===== src/rtl/nx_fifo_rd_stage.sv =====
// rtl/nx_fifo_rd_stage.sv - 2-entry skid read stage downstream of nx_fifo
// Optional statistics counters enabled by defining NX_FIFO_RD_STAGE_STATS_EN.
module nx_fifo_rd_stage #(
    parameter int WIDTH      = 128,
    parameter bit DATA_RESET = 1'b1
) (
    input  logic             clk,
    input  logic             rst_n,
    input  logic             flush,
    input  logic             fifo_empty,
    input  logic [WIDTH-1:0] fifo_rdata,
    output logic             fifo_ren,
    output logic             out_valid,
    input  logic             out_ready,
    output logic [WIDTH-1:0] out_data,
    output logic [1:0]       occupancy
`ifdef NX_FIFO_RD_STAGE_STATS_EN
    ,
    output logic [31:0]      beat_count,
    output logic [31:0]      stall_count
`endif
);

    typedef enum logic [1:0] {
        ST_EMPTY = 2'd0,
        ST_ONE   = 2'd1,
        ST_TWO   = 2'd2
    } state_t;

    state_t           state_q;
    logic             run_q;
    logic [WIDTH-1:0] head_q;
    logic [WIDTH-1:0] skid_q;
    logic             push;
    logic             pop;
    logic             load_head_rdata;
    logic             load_head_skid;
    logic             load_skid;

    // run_q holds off the first pop until one edge after reset release
    assign fifo_ren  = run_q && !fifo_empty && !flush && (state_q != ST_TWO);
    assign push      = fifo_ren;
    assign out_valid = (state_q != ST_EMPTY);
    assign pop       = out_valid && out_ready;
    assign out_data  = head_q;
    assign occupancy = state_q;

    assign load_head_rdata = push && ((state_q == ST_EMPTY) || ((state_q == ST_ONE) && pop));
    assign load_skid       = push && (state_q == ST_ONE) && !pop;
    assign load_head_skid  = !flush && (state_q == ST_TWO) && pop;

    always_ff @(posedge clk or negedge rst_n) begin
        if (!rst_n) begin
            state_q <= ST_EMPTY;
            run_q   <= 1'b0;
        end else begin
            run_q <= 1'b1;
            if (flush) begin
                state_q <= ST_EMPTY;
            end else begin
                case (state_q)
                    ST_EMPTY: if (push) state_q <= ST_ONE;
                    ST_ONE: begin
                        if (push && !pop)      state_q <= ST_TWO;
                        else if (!push && pop) state_q <= ST_EMPTY;
                    end
                    ST_TWO:   if (pop) state_q <= ST_ONE;
                    default:  state_q <= ST_EMPTY;
                endcase
            end
        end
    end

    generate
        if (DATA_RESET) begin : g_data_rst
            always_ff @(posedge clk or negedge rst_n) begin
                if (!rst_n) begin
                    head_q <= '0;
                    skid_q <= '0;
                end else begin
                    if (load_head_rdata)     head_q <= fifo_rdata;
                    else if (load_head_skid) head_q <= skid_q;
                    if (load_skid)           skid_q <= fifo_rdata;
                end
            end
        end else begin : g_data_norst
            always_ff @(posedge clk) begin
                if (load_head_rdata)     head_q <= fifo_rdata;
                else if (load_head_skid) head_q <= skid_q;
                if (load_skid)           skid_q <= fifo_rdata;
            end
        end
    endgenerate

`ifdef NX_FIFO_RD_STAGE_STATS_EN
    always_ff @(posedge clk or negedge rst_n) begin
        if (!rst_n) begin
            beat_count  <= '0;
            stall_count <= '0;
        end else if (flush) begin
            beat_count  <= '0;
            stall_count <= '0;
        end else begin
            if (pop && (beat_count != 32'hFFFF_FFFF))
                beat_count <= beat_count + 32'd1;
            if (out_valid && !out_ready && (stall_count != 32'hFFFF_FFFF))
                stall_count <= stall_count + 32'd1;
        end
    end
`endif

endmodule


===== config.mk =====
export PLATFORM = sky130hd
export DESIGN_NAME = nx_fifo_rd_stage
export DESIGN_NICKNAME = d
export VERILOG_FILES = /design/src/rtl/nx_fifo_rd_stage.sv
export SDC_FILE = /design/constraint.sdc
export NUM_CORES = 1
export LEC_CHECK = 0
export ABC_CLOCK_PERIOD_IN_PS = 1900
export BUFFER_PORTS_ARGS = -buffer_cell sky130_fd_sc_hd__buf_2
export CAP_MARGIN = 20
export CORE_ASPECT_RATIO = 0.75
export CORE_MARGIN = 3
export CORE_UTILIZATION = 49
export CTS_CLUSTER_SIZE = 10
export DETAILED_ROUTE_END_ITERATION = 7
export PLACE_DENSITY = 0.77
export RECOVER_POWER = 50
export SYNTH_ARGS = -nofsm -noshare
export SYNTH_HDL_FRONTEND = slang
export SYNTH_SLANG_ARGS = --single-unit

===== constraint.sdc =====
create_clock -name clk -period 1.9 [get_ports clk]
set_input_delay 0.285 -clock clk [delete_from_list [all_inputs] [get_ports clk]]
set_output_delay 0.285 -clock clk [all_outputs]
set_load 0.02 [all_outputs]

==> flow_metrics.tcl, run 1 <==
set metrics [dict create \
    fin_crit_ns 1.95 \
    postRouteAntennaNets 0 \
    clk_pin_slew_ns 0.06 \
    hold_slack_ns 0.0301 \
    drv_slew 0 \
    fin_worst_skew_ns 0.00942 \
    cts_sinks 259 \
    switching_power_mw 4.34 \
    gp_congestion 0.745 \
    grt_pass1_wl_mm 42.5 \
    clkPwrFrac_pct 31.9 \
    initial_core_util_pct 50.6 \
    setup_viol 68 \
    vdd_drop_max_uv 867 \
    ys_types 22 \
    period_share_pct 103 \
    powerDensity_nw_per_um2 1020 \
    worstSetupStartpointType "flop" \
    gr-usage-all-layers_pct 20.7 \
    drtIter0Drc 281 \
    antenna_found_initial 2 \
    holdPathEnd "out_data[39]" \
    r2r_slack_ns -0.04 \
    ys_seq_area_share_pct 57.2 \
    syn_nets 841 \
    final_nets 1265 \
    portBuffers 264 \
    intPower_mw 11.6 \
    cts-root-buf "clkbuf_16" \
    ios 265 \
    ys_warn_count 0 \
    tightest_slew_ns 0.910 \
    swShare_pct 27.3 \
    timing_worst_setup_path_type "flop to output pin" \
    clock_latency_ns 0.53 \
    reg2reg_to "out_data[26]" \
    dp_slack_ns -0.0368 \
    routed_wirelength_mm 27.1 \
    failed_checks "setup timing" \
    status "finished with violations" \
    setup-tns-final_ns -0.873 \
    area_delta_synth_final_pct 37.2 \
    cts_made_buffers 30 \
    reg2reg_from "occupancy[1]" \
    endpoint_kind "output pin" \
    grt_setup_unrepaired "true" \
    slew_headroom_pct 39.3 \
    hp-start "fifo_rdata[39]" \
    setup_ws_ns -0.0505 \
    dp_hpwl_mm 16.8 \
    synth-seq-cells 259 \
    die_area_sq_um 25000 \
    hold_viol_final 0 \
    hold_depth 2 \
    cp_max_fo 6 \
    ff2ff_path_depth 7 \
    hold_path.class "primary input to flop" \
    syn_inst 707 \
    max_cap_viol_count 0 \
    fmax_ghz 0.513 \
    die_w_um 182 \
    num_rows 47 \
    pwr-share-seq_pct 44.8 \
    vias_per_cell 5.15 \
    synth_area_per_cell_sq_um 16.0 \
    core_sq_um 22400 \
    htree_levels 1 \
    synth.cell_area_sq_um 11300 \
    diodes 0 \
    combPwrFrac_pct 23.3 \
    layout-drive-gt1-share_pct 64.3 \
    drtPass1Iterations 4 \
    drc_errors 0 \
    chipHeight_um 138 \
    totalPowerFinal_mw 15.9 \
    required_ns 1.62 \
    avgRoutedWirePerCell_um 18.9 \
    grt_pass1_vias 7997 \
    cts_max_path_buffers 3 \
    crit_arrival_ns 1.67 \
    vias 7366 \
    overflow 0 \
    grt_max_degree 80 \
    cts_tree "built" \
    leakage_nw 7.44 \
]
cells in the final DEF, fill, tap and decap left out, types with 3 or more instances in the layout:
cell,n
buf_12,12
clkbuf_16,35
clkbuf_4,5
clkbuf_1,5
mux2_2,356
buf_16,3
buf_6,8
mux2_4,27
dlygate4sd3_1,127
nand2_1,3
dfrtp_1,258
buf_4,10
buf_2,260
worst max path at each step:
stage	startpoint	endpoint	slack [ns]
finish	occupancy[1]	out_valid	-0.05
global route	occupancy[1]	fifo_ren	-0.10
CTS	occupancy[1]	fifo_ren	-0.11
floorplan	occupancy[0]	out_data[52]	-0.05
global placement	flush	out_data[85]	0.01
detailed placement	flush	out_data[30]	-0.04
logic make-up after synthesis:
kind of cell	synth area share [%]
AO/OA/AOI/OAI	0.254
multiplexers	38.1
AND/OR/NAND/NOR	0.894
buffers and inverters	3.39
adder cells (fa/ha/maj)	0.110
other	0.0331
flip-flops	57.2
worst max-delay path, stage by stage (launching register included):
cell     delay [ns]
dfrtp_1        0.40
buf_6          0.12
buf_4          0.14
or2_2          0.32
buf_6          0.15
synth_stat cells:
master | instances | area (sq um)
o21ai_1 | 1 | 5.00
or2_2 | 1 | 6.26
a211oi_1 | 2 | 15.0
ha_1 | 1 | 12.5
nor3_1 | 2 | 10.0
buf_6 | 25 | 282
nor2b_1 | 2 | 12.5
mux2_2 | 383 | 4310
buf_2 | 15 | 75.1
conb_1 | 1 | 3.75
buf_4 | 2 | 15.0
nor4bb_4 | 1 | 25.0
nand2_1 | 3 | 11.3
nor4b_1 | 1 | 8.76
inv_1 | 2 | 7.51
nor3b_1 | 1 | 7.51
a2bb2oi_1 | 1 | 8.76
clkbuf_2 | 1 | 5.00
mux2_1 | 1 | 11.3
dfrtp_1 | 259 | 6480
nor4b_2 | 1 | 15.0
nand3_1 | 1 | 5.00
power by group through the flow:
stage	clock, mW	combinational, mW	sequential [mW]
CTS	5.21	3.74	7.12
global route	5.42	4.00	7.26
floorplan	0	1.57	7.82
global placement	0	3.41	7.15
finish	5.08	3.72	7.14
detailed placement	0	3.51	7.20
area by class of cell:
| type | instances | area, sq um |
|---|---|---|
| fill | 1454 | 6850 |
| sequential | 259 | 6480 |
| multi-input combinational | 403 | 4620 |
| timing repair buffer | 435 | 3250 |
| clock buffer | 35 | 801 |
| tap | 294 | 368 |
| clock inverter | 2 | 35.0 |
| inverter | 2 | 7.51 |
layer usage:
metal | vias to the layer above | share of wire (%) | track usage, %
met4 | 4 | 1.6 | 3.68
li1 | 3389 | - | -
met1 | 3710 | 43 | 26.2
met2 | 218 | 48 | 35.8
met3 | 45 | 7.2 | 6.52
met5 | - | 0.078 | 0
metrics by stage:
| step | utilization [%] | cells | cell area [sq um] |
|---|---|---|---|
| 2_1_floorplan | - | 707 | 11500 |
| 3_3_place_gp | 59.2 | 1256 | 13300 |
| 3_5_place_dp | 59.2 | 1256 | 13300 |
| 4_1_cts | 69.0 | 1424 | 15500 |
| 5_1_grt | 69.4 | 1430 | 15600 |
| 6_report | 69.4 | 1430 | 15600 |
sequential cells by signal (all words and copies together), names as in the netlist:
signal,cells
run_q,1
occupancy,2
out_data,128
skid_q,128
repair_timing:
item                                    in CTS  in global routing
hold endpoints to repair                   300                  0
pin swaps                                    1                  1
resized for setup                           11                 13
hold buffers                               127                  0
setup buffers                                3                  1
endpoints found under the setup margin      19                129
cloned                                       1                  5
Note: power is estimated with default switching activity, not from simulation.
==> run 2, diff against run 1 <==
- CORE_UTILIZATION: 49 -> 47
- PLACE_DENSITY: 0.77 -> 0.74
==> run 2 against run 1 <==
  * Critical endpoint is now out_data[87]
  * Utilization decreased by 4.1 points
  * Highest routed layer is now met4
  * Clock power decreased by 7.9%
  * The flow still finishes with violations (setup timing)
  * Clock skew decreased by 0.0034 ns
==> flow_metrics.tcl, run 2 (synthesis gave the netlist of run 1 again) <==
set metrics [dict create \
    diodes 0 \
    die_w_um 185 \
    worstSetupStartpointType "flop" \
    tightest_slew_ns 1.35 \
    totalPowerFinal_mw 15.6 \
    postLayoutCellArea_sq_um 15300 \
    chipHeight_um 140 \
    placed_cell_area_sq_um 13200 \
    drtIter0Drc 229 \
    htree_levels 1 \
    setup-tns-final_ns -0.00164 \
    cts_tree "built" \
    failed_checks "setup timing" \
    cts_made_buffers 29 \
    gr-usage-all-layers_pct 19.4 \
    grt_pass1_vias 8124 \
    final-instance-count-excl-fill 1413 \
    fmax_ghz 0.526 \
    routed_wirelength_mm 25.8 \
    slew_headroom_pct 10.0 \
    period_share_pct 100 \
    initial_core_util_pct 48.5 \
    postLayoutCoreUtil_pct 65.3 \
    dp_cells 1260 \
    antenna_found_initial 0 \
    ios 265 \
    setup_viol 1 \
    vias_per_cell 5.11 \
    cpMostUsedCell "mux2_2" \
    max_cap_viol_count 0 \
    fill_cells 1715 \
    drtPass1Iterations 4 \
    fin_worst_skew_ns 0.00604 \
    grt_max_degree 68 \
    postRouteAntennaNets 0 \
    clock_latency_ns 0.52 \
    crit_arrival_ns 2.31 \
    grt_setup_unrepaired "true" \
    cts_max_path_buffers 3 \
    hold_viol_final 0 \
    core_sq_um 23400 \
    dp_hpwl_mm 16.3 \
    avgRoutedWirePerCell_um 18.3 \
    slowest_stage "dfrtp_2" \
    overflow 0 \
    required_ns 2.31 \
    final_cell_mix "mux2_2 (321), dfrtp_1 (258), buf_2 (254), dlygate4sd3_1 (117), mux2_4 (62)" \
    layout-drive-gt1-share_pct 64.1 \
    num_rows 48 \
    final_nets 1247 \
    clk_pin_slew_ns 0.06 \
    hold_path.class "primary input to flop" \
    cts-root-buf "clkbuf_16" \
    gp_congestion 0.720 \
    drv_slew 0 \
    fin_crit_ns 1.90 \
    status "finished with violations" \
    vias 7217 \
    powerDensity_nw_per_um2 1020 \
    vdd_drop_max_uv 838 \
    final_common_cell "mux2_2" \
    grt_pass1_wl_mm 41.3 \
    area_delta_synth_final_pct 34.7 \
    drc_errors 0 \
    leakage_nw 7.38 \
    timing_worst_setup_path_type "flop to flop" \
    cts_sinks 259 \
    endpoint_kind "flop" \
    die_area_sq_um 26000 \
    path_cells "nor4bb_4 > buf_6 > buf_4 > mux2_2 > mux2_2" \
    cpPeakStageDelay_ns 0.42 \
    cp_max_fo 7 \
    setup_ws_ns -0.00164 \
    portBuffers 264 \
]
run 2: cell types whose count changed in the layout (fill, tap and decap cells not counted), moves of 5 or more:
cell,change
mux2_4,+35
mux2_2,-35
dlygate4sd3_1,-10
buf_2,-6
clkbuf_16,-5
buf_4,+5
clkbuf_1,+5
run 2: layer usage:
layer | track usage (%) | part of all wire [%] | vias to the layer above
li1 | - | - | 3357
met1 | 24.9 | 44 | 3605
met2 | 32.3 | 46 | 207
met3 | 5.92 | 7.5 | 48
met4 | 4.78 | 2.6 | 0
met5 | 0 | 0 | -
run 2: critical path, delay by kind of cell, from the launching register on:
kind	cells	cell delay (ns)
muxes	2	0.62
buffers and inverters	2	0.41
DFF	1	0.42
and+or+nand+nor	1	0.32
run 2: what timing repair did:
item                                    in CTS  in global routing
gates cloned                                 0                  1
pin swaps                                    1                  1
endpoints found under the hold margin      258                  0
hold buffers                               117                  0
buffers inserted                             4                  0
resized for setup                            4                 44
endpoints found under the setup margin       1                107
run 2: worst paths after layout:
check                                end  depth (start not counted)           from  slack [ns]
setup / recovery            out_data[87]                          5   occupancy[0]      -0.002
hold / removal               out_data[2]                          2  fifo_rdata[2]        0.02
setup reg to reg            out_data[87]                          5   occupancy[0]      -0.002
hold reg to reg               skid_q[75]                          1     skid_q[75]        0.50
max in group asynchronous  out_data[100]                          3          rst_n        0.22
min in group asynchronous   out_data[59]                          2          rst_n        0.62
run 2: report_power, final:
part,internal [mW],total (mW),switching [mW]
logic,2.02,3.78,1.75
registers,6.58,7.11,0.528
clock network,2.67,4.68,2.01
run 2: cell type report:
| cell class | instances | area [sq um] | share of cell area (%) |
|---|---|---|---|
| multi-input combinational | 403 | 4750 | 31.1 |
| timing repair buffer | 418 | 2920 | 19.1 |
| sequential | 259 | 6480 | 42.5 |
| inverter | 2 | 7.51 | 0.0492 |
| clock buffer | 31 | 733 | 4.80 |
| tap | 300 | 375 | 2.46 |
run 2: stage by stage:
stage | hold WS (ns) | setup slack (ns)
floorplan | -0.0106 | -0.0514
global placement | 0.243 | 0.00226
detailed placement | 0.242 | -0.0276
CTS | 0.00203 | -0.0373
global route | 0.00573 | -0.0729
finish | 0.0226 | -0.00164
==> run 3, diff against run 2 <==
- GPL_TIMING_DRIVEN: unset -> 0
==> run 3 against run 2 <==
  * The flow still finishes with violations (setup timing)
  * Die area unchanged
  * Largest power group unchanged
  * Largest cell class unchanged
  * Worst hold slack about the same
  * Clock skew increased by 0.011 ns
  * Clock-buffer cell count unchanged
  * Design area increased by 6.5%
==> flow_metrics.tcl, run 3 (synthesis gave the netlist of run 1 again) <==
set metrics [dict create \
    max_cap_viol_count 0 \
    routed_wirelength_mm 28.5 \
    placed_cell_area_sq_um 13200 \
    path_cells "nor4bb_4 > buf_4 > buf_12 > buf_12 > mux2_4 > mux2_4" \
    cts_sinks 259 \
    fin_worst_skew_ns 0.0175 \
    setup_viol 90 \
    fin_crit_ns 1.95 \
    drtPass1Iterations 4 \
    chipHeight_um 140 \
    slowest_stage "dfrtp_2" \
    dp_slack_ns -0.170 \
    core_sq_um 23400 \
    vias_per_cell 5.14 \
    dp_hpwl_mm 16.9 \
    gp_congestion 0.772 \
    setup-tns-final_ns -2.25 \
    slew_headroom_pct 27.5 \
    overflow 0 \
    cts_max_path_buffers 3 \
    required_ns 2.30 \
    setup_ws_ns -0.0517 \
    endpoint_kind "flop" \
    cts_made_buffers 29 \
    timing_worst_setup_path_type "flop to flop" \
    die_area_sq_um 26000 \
    fill_cells 1564 \
    grt_pass1_vias 8181 \
    drv_slew 0 \
    cts-root-buf "clkbuf_16" \
    portBuffers 264 \
    htree_levels 1 \
    drc_errors 0 \
    powerDensity_nw_per_um2 993 \
    hold_viol_final 0 \
    postLayoutCellArea_sq_um 16300 \
    cts_tree "built" \
    die_w_um 185 \
    ios 265 \
    final_nets 1275 \
    vias 7407 \
    grt_pass1_wl_mm 44.5 \
    gr-usage-all-layers_pct 21.1 \
    leakage_nw 8.26 \
    crit_arrival_ns 2.35 \
    drtIter0Drc 279 \
    final_common_cell "buf_2" \
    grt_setup_unrepaired "true" \
    cp_max_fo 10 \
    grt_max_degree 121 \
    avgRoutedWirePerCell_um 19.8 \
    status "finished with violations" \
    postRouteAntennaNets 0 \
    initial_core_util_pct 48.5 \
    area_delta_synth_final_pct 43.5 \
    cp_top_family "multiplexers" \
    period_share_pct 103 \
    fmax_ghz 0.512 \
    failed_checks "setup timing" \
    hold_slack_ns 0.0222 \
    crit_buf_inv 3 \
    antenna_found_initial 2 \
    vdd_drop_max_uv 692 \
    worstSetupStartpointType "flop" \
    layout-drive-gt1-share_pct 65.4 \
    clock_latency_ns 0.53 \
    cpPeakStageDelay_ns 0.45 \
    tightest_slew_ns 1.09 \
    clk_pin_slew_ns 0.06 \
    final_cell_mix "buf_2 (262), dfrtp_1 (257), mux2_4 (226), mux2_2 (158), dlygate4sd3_1 (120)" \
    num_rows 48 \
    hold_path.class "primary input to flop" \
]
==> run 3: changes by cell type in the layout (fill, tap and decap cells not counted), sizes merged <==
cell	before	now
buf	286	321
clkbuf	46	36
diode	0	1
dlygate4sd3	117	120
==> run 3: per-layer routing <==
metal / vias up / wire, um / share of wire [%] / GRT usage (%)
met5: - / 7 / 0.025 / 0
met4: 2 / 746 / 2.6 / 4.89
li1: 3405 / - / - / -
met2: 212 / 13000 / 45 / 33.4
met3: 54 / 1960 / 6.9 / 5.53
met1: 3734 / 12800 / 45 / 29.4
==> run 3: what timing repair did <==
action / in CTS / in global routing
hold buffers: 120 / 0
hold endpoints to repair: 241 / 0
cloned: 2 / 3
pin swaps: 2 / 2
setup buffers: 7 / 6
gates resized for setup: 192 / 71
endpoints found under the setup margin: 121 / 124
==> run 3: final timing paths <==
kind                           startpoint            to  slack [ns]  cells past startpoint
hold / removal             fifo_rdata[61]  out_data[61]        0.02                      2
max in group asynchronous           rst_n  occupancy[0]        0.34                      3
setup / recovery             occupancy[0]  out_data[65]       -0.05                      6
hold reg to reg               skid_q[101]   skid_q[101]        0.50                      1
setup reg to reg             occupancy[0]  out_data[65]       -0.05                      6
min in group asynchronous           rst_n    skid_q[16]        0.20                      2
==> run 3: report_power, final <==
part           internal, mW  total, mW  switching, mW
sequential             6.59       7.17          0.584
combinational          2.46       4.30           1.84
clock                  2.67       4.68           2.01
==> run 3: final cells by class <==
cell class	count	area (sq um)	area share, %
sequential	259	6480	39.9
multi-input combinational	403	5350	32.9
timing repair buffer	404	2780	17.1
clock buffer	31	733	4.51
buffer	42	532	3.27
tap	300	375	2.31
inverter	2	7.51	0.0462
antenna	1	2.50	0.0154
==> run 3: worst register-to-register path: stages (launching register included) <==
cell	delay [ns]
dfrtp_2	0.45
nor4bb_4	0.29
buf_4	0.19
buf_12	0.16
buf_12	0.18
mux2_4	0.31
mux2_4	0.26
==> run 3: through the flow <==
stage	power [mW]	utilization (%)	cells
after floorplan	9.39	-	707
after global placement	10.5	56.3	1271
after detailed placement	10.7	56.6	1273
after CTS	16.1	68.3	1432
after global routing	16.9	69.6	1442
final	16.1	69.6	1442
